<file path="src/rtl/if_fetch.sv">
// if_fetch: byte-serial instruction fetch FSM with skid-free HOLD handshake.
// Optional 16-entry direct-mapped instruction cache enabled by defining ICACHE_EN.
module if_fetch (
    input  logic        clk,
    input  logic        rst,
    input  logic        rdy_i,
    input  logic        branch_i,
    input  logic [31:0] branch_target_i,
    output logic        mem_req_o,
    output logic [31:0] mem_a_o,
    input  logic [7:0]  mem_din_i,
    output logic        if_valid_o,
    input  logic        if_ready_i,
    output logic [31:0] if_pc_o,
    output logic [31:0] if_inst_o
);
    typedef enum logic [2:0] {IDLE, F0, F1, F2, F3, F4, HOLD} state_e;
    state_e      state_q, state_d;
    logic [31:0] pc_q, pc_d, inst_q, inst_d, inst_new, hit_inst;
    logic        replay_q, replay_d;
    logic        capturing, fetching, replay_act, hit;
    logic [1:0]  byte_idx, a_off;
    logic [2:0]  st;
    assign st         = state_q;
    assign capturing  = state_q inside {F1, F2, F3, F4};
    assign fetching   = state_q inside {F0, F1, F2, F3};
    assign byte_idx   = st[1:0] - 2'd2;
    // After a stall the byte that was in flight is lost, so the previous address is reissued once.
    assign replay_act = replay_q && rdy_i && capturing;
    assign a_off      = replay_act ? byte_idx : st[1:0] - 2'd1;
    assign inst_new   = (inst_q & ~(32'hFF << {byte_idx, 3'b0})) | ({24'd0, mem_din_i} << {byte_idx, 3'b0});
    assign mem_req_o  = !rst && (replay_act || (fetching && !hit));
    assign mem_a_o    = mem_req_o ? pc_q + {30'd0, a_off} : '0;
    assign if_valid_o = !rst && state_q == HOLD;
    assign if_pc_o    = rst ? '0 : pc_q;
    assign if_inst_o  = rst ? '0 : inst_q;
`ifdef ICACHE_EN
    logic [15:0] valid_q, valid_d;
    logic [11:0] tag_q [16];
    logic [31:0] data_q [16];
    logic [3:0]  idx;
    logic        cache_we;
    assign idx      = pc_q[5:2];
    assign hit      = state_q == F0 && valid_q[idx] && tag_q[idx] == pc_q[17:6];
    assign hit_inst = data_q[idx];
    assign cache_we = !rst && rdy_i && !branch_i && !replay_act && state_q == F4;
    assign valid_d  = cache_we ? valid_q | (16'd1 << idx) : valid_q;
    always_ff @(posedge clk) begin
        valid_q <= rst ? '0 : valid_d;
        if (cache_we) begin
            tag_q[idx]  <= pc_q[17:6];
            data_q[idx] <= inst_new;
        end
    end
`else
    assign hit      = 1'b0;
    assign hit_inst = '0;
`endif
    always_comb begin
        state_d  = state_q;
        pc_d     = pc_q;
        inst_d   = inst_q;
        replay_d = replay_q;
        if (!rdy_i) begin
            replay_d = replay_q || capturing;
        end else if (branch_i) begin
            state_d  = F0;
            pc_d     = branch_target_i;
            replay_d = 1'b0;
        end else if (replay_act) begin
            replay_d = 1'b0;
        end else if (state_q == HOLD) begin
            state_d = if_ready_i ? F0 : HOLD;
            pc_d    = if_ready_i ? pc_q + 32'd4 : pc_q;
        end else if (hit) begin
            state_d = HOLD;
            inst_d  = hit_inst;
        end else begin
            state_d = state_e'(st + 3'd1);
            inst_d  = capturing ? inst_new : inst_q;
        end
    end
    always_ff @(posedge clk) begin
        if (rst) begin
            state_q  <= IDLE;
            pc_q     <= '0;
            inst_q   <= '0;
            replay_q <= 1'b0;
        end else begin
            state_q  <= state_d;
            pc_q     <= pc_d;
            inst_q   <= inst_d;
            replay_q <= replay_d;
        end
    end
endmodule

</file>
<file path="config.mk">
export PLATFORM = sky130hd
export DESIGN_NAME = if_fetch
export DESIGN_NICKNAME = d
export VERILOG_FILES = /design/src/rtl/if_fetch.sv
export SDC_FILE = /design/constraint.sdc
export NUM_CORES = 1
export LEC_CHECK = 0
export BUFFER_PORTS_ARGS = -buffer_cell sky130_fd_sc_hd__buf_2
export CAP_MARGIN = 30
export CELL_PAD_IN_SITES_DETAIL_PLACEMENT = 0
export CELL_PAD_IN_SITES_GLOBAL_PLACEMENT = 1
export CORE_MARGIN = 8
export CORE_UTILIZATION = 39
export CTS_CLUSTER_DIAMETER = 60
export DETAILED_ROUTE_END_ITERATION = 8
export GPL_TIMING_DRIVEN = 0
export PLACE_DENSITY = 0.95
export SLEW_MARGIN = 20
export SYNTH_ARGS = -nofsm -noshare
export SYNTH_HDL_FRONTEND = slang
export SYNTH_SLANG_ARGS = --single-unit
</file>
<file path="constraint.sdc">
create_clock -name clk -period 9.15 [get_ports clk]
set_clock_uncertainty 0.15 [all_clocks]
set_input_delay 2.2875 -clock clk [delete_from_list [all_inputs] [get_ports clk]]
set_output_delay 2.2875 -clock clk [all_outputs]
set_load 0.1 [all_outputs]
</file>
==> flow_summary_export.csv <==
group,metric,value,unit
clock_network,clock_latency,0.33,ns
drt,via_count,5211,
timing,worst_pin_slew,0.7565,ns
layout,syn_to_final_growth,26.79,%
placed_design,gp_congestion,0.9508,
timing,final.period_utilization,83.36,%
critical_path,critPathArrivalTime,5.19,ns
critical_path,rr_endpoint,"pc_q[12]",
critical_path,rrSetupSlack,5.82,ns
pwr,ir_worst_vdd,0.08533,mV
die,core_area,0.01132,mm2
pwr,netSwitchingFraction,32.44,%
drt,via_per_inst,5.796,
timing,relSlewSlack,49.10,%
synth,syn_area_per_cell,7.474,um2
placed_design,place_inst,884,
synth,synth_ff_type,"dfxtp_1",
drt,drt-total-wl,17130,um
drt,routedWlPerCell,19.06,um
status,outcome,"finished clean",
die,die_h,123.2,um
global_route,overflow,0,
global_route,grt_pass1_wl,26900,um
min_path,hold_depth,2,
critical_path,end_kind,"output port",
global_route,grt_max_degree,12,
min_path,hold_class,"reg -> reg",
clock_network,clk_path_buf_depth,2,
critical_path,cp_max_fo,10,
pwr,p_seq_share,35.9,%
pwr,power_switching,285.8,uW
drt,drt-pass1-iter-count,5,
die,row_count,39,
pwr,power.density,155.0,mW/mm2
min_path,holdPathEnd,"pc_q[1]",
critical_path,slowest_delay,0.54,ns
global_route,grt_pass1_vias,5188,
clock_network,post_cts_buffers,0,
placed_design,place_hpwl,12780,um
timing,hold_viol,0,
placed_design,portBuffers,141,
layout,drive_gt1_share,22.62,%
critical_path,cp-start-kind,"input port",
critical_path,critPathKind,"in -> out",
clock_network,cts_tree,"done",
critical_path,crit_top_cell,"buf_2",
layout,diodes,0,
placed_design,place_area,0.005369,mm2
die,die_w,123.2,um
drt,dr.first_iter.drc_count,543,
synth,ys_types,54,
synth,syn_inst,600,
synth,netlist_area,0.004484,mm2
synth,synth.yosys.seq_area_share,30.36,%
pwr,internal_power,595.3,uW
pwr,leakage,2.272,nW
critical_path,cp.required,6.71,ns
pwr,clock_power_share,42.8,%
synth,synth_edf_count,0,
timing,timing.fmax,131.1,MHz
synth,async_flop_share,0,%
critical_path,crit_slowest_cell,"fa_1",
synth,synth-seq-cells,68,
clock_network,cts_made_buffers,9,
timing,tns,0,ns
drt,drtAntennaViolNets,0,
run,drv_cap,0,
timing,fin_hold_ws,0.3319,ns
global_route,antenna_found_initial,2,
clock_network,htree_levels,3,
layout,final_util,50.22,%
critical_path,r2r_start,"st[0]",
global_route,grt_use_total,22.43,%
pwr,p_comb_share,21.3,%
clock_network,clk_pin_slew_worst_paths,0.05,ns
critical_path,critPathBufInv,5,
timing,period_minus_slack,7.628,ns
die,initial_core_util,39.61,%
die,die-area,0.01519,mm2
critical_path,reg2reg_depth,8,
layout,finalNetCount,806,
min_path,hold_start,"pc_q[1]",
synth,synth_nets,654,
timing,setup_viol,0,
drt,drcViolationCount,0,
clock_network,cts.sinks,68,
clock_network,hold_buffers,0,
die,io_pins,143,
layout,stdcell_area,0.005685,mm2
critical_path,crit_family,"buffers and inverters",
synth,synth_warnings,0,
timing,finalMaxSlewViolations,0,
layout,final_cells,899,
critical_path,path_cells,"buf_2 > buf_2 > nand3_1 > xnor2_1 > ha_1 > inv_1 > fa_1 > clkbuf_1 > nor3_1 > xnor2_1 > nor2_1 > buf_2",
timing,rsz0062_at_grt,"no",
layout,n_fill_cell,1134,
clock_network,ctsRootBufferMaster,"clkbuf_16",
clock_network,ctsResizeCount,0,
==> layout by cell type, fill, tap and decap left out, types with 3 or more instances in the layout <==
| master | n |
|---|---|
| buf_2 | 146 |
| nor2_1 | 79 |
| dfxtp_1 | 68 |
| nor2b_1 | 53 |
| clkbuf_1 | 35 |
| nand2_1 | 35 |
| o2bb2ai_1 | 32 |
| o21ai_0 | 30 |
| xnor2_1 | 26 |
| nand3_1 | 25 |
| a21oi_1 | 24 |
| nor3_1 | 20 |
| inv_1 | 20 |
| nor4_1 | 15 |
| nand2b_1 | 10 |
| a31oi_1 | 9 |
| clkbuf_16 | 9 |
| o32ai_1 | 8 |
| nand4_1 | 8 |
| buf_1 | 8 |
| ha_1 | 8 |
| o31ai_1 | 7 |
| and4_1 | 7 |
| a22oi_1 | 6 |
| a211oi_1 | 5 |
| xor2_1 | 5 |
| a21o_1 | 4 |
| and2_1 | 4 |
| or3_1 | 4 |
| a221oi_1 | 3 |
| a32oi_1 | 3 |
| o22ai_1 | 3 |
| and3_1 | 3 |
==> cells by family after synthesis <==
logic type / Yosys count / synth area share, %
AO/OA/AOI/OAI: 144 / 22.43
buffers and inverters: 72 / 6.529
XOR/XNOR: 31 / 6.055
AND/OR/NAND/NOR: 274 / 31.50
multiplexers: 2 / 0.4464
flip-flops: 68 / 30.36
adder cells (fa/ha/maj): 9 / 2.679
==> tightest hold or removal path, cell delays in order (launching register included) <==
cell and delay, ns:
dfxtp_1 0.32, nand2_1 0.06, a21oi_1 0.05
==> per-stage QoR <==
step / total power, mW / setup slack (ns)
after CTS: 0.8807 / 1.560
after global placement: 0.5047 / 1.608
final: 0.8812 / 1.522
after floorplan: 0.4571 / 1.464
after global routing: 0.9088 / 1.324
after detailed placement: 0.5078 / 1.561
==> routing by layer <==
metal	routed length (um)	part of all wire, %	GRT usage [%]	up-vias
met4	444	2.6	8.126	4
met3	1871	11	5.708	40
met5	18	0.11	0	-
met1	6965	41	27.81	2433
met2	7834	46	36.87	293
li1	-	-	-	2441
==> state kept, by name, summed over array words and instances (netlist names) <==
signal / count
inst_q: 32
pc_q: 32
st: 3
replay_q: 1
==> cell usage after synthesis, types with 9 or more instances <==
cell / n / area share, %
nor2_1: 79 / 6.6
nand3_1: 25 / 2.8
o21ai_0: 30 / 3.3
xnor2_1: 26 / 5.1
a31oi_1: 9 / 1.3
nand2b_1: 10 / 1.4
dfxtp_1: 68 / 30
nor2b_1: 53 / 7.4
o2bb2ai_1: 32 / 6.3
a21oi_1: 24 / 2.7
nor3_1: 20 / 2.2
clkbuf_1: 34 / 2.8
inv_1: 20 / 1.7
nor4_1: 15 / 2.1
nand2_1: 35 / 2.9
==> power by group through the flow <==
stage	clock network, mW	registers, mW	logic (mW)
2_1_floorplan	0	0.319	0.138
3_3_place_gp	0	0.321	0.183
3_5_place_dp	0	0.322	0.186
4_1_cts	0.379	0.315	0.187
5_1_grt	0.392	0.317	0.200
6_report	0.377	0.316	0.188
==> how the worst max path moves through the flow <==
stage,from,end,slack [ns],cells past startpoint
CTS,rdy_i,mem_a_o[26],1.56,12
finish,rdy_i,mem_a_o[26],1.52,12
detailed placement,rdy_i,mem_a_o[26],1.56,12
global route,rdy_i,mem_a_o[26],1.32,12
floorplan,rdy_i,mem_a_o[26],1.46,10
global placement,rdy_i,mem_a_o[26],1.61,12
==> area by class of cell <==
class                   count  area (um2)  area share (%)
plain buffers              51       214.0           3.763
clock buffers              11       242.7           4.269
clock inverters             4       73.82           1.298
inverters                  21       78.83           1.386
multi-input cells         460        2830           49.78
flip-flops and latches     68        1361           23.94
well taps                 143       178.9           3.147
repair buffers            141       705.7           12.41
Note: power is estimated with default switching activity, not from simulation.
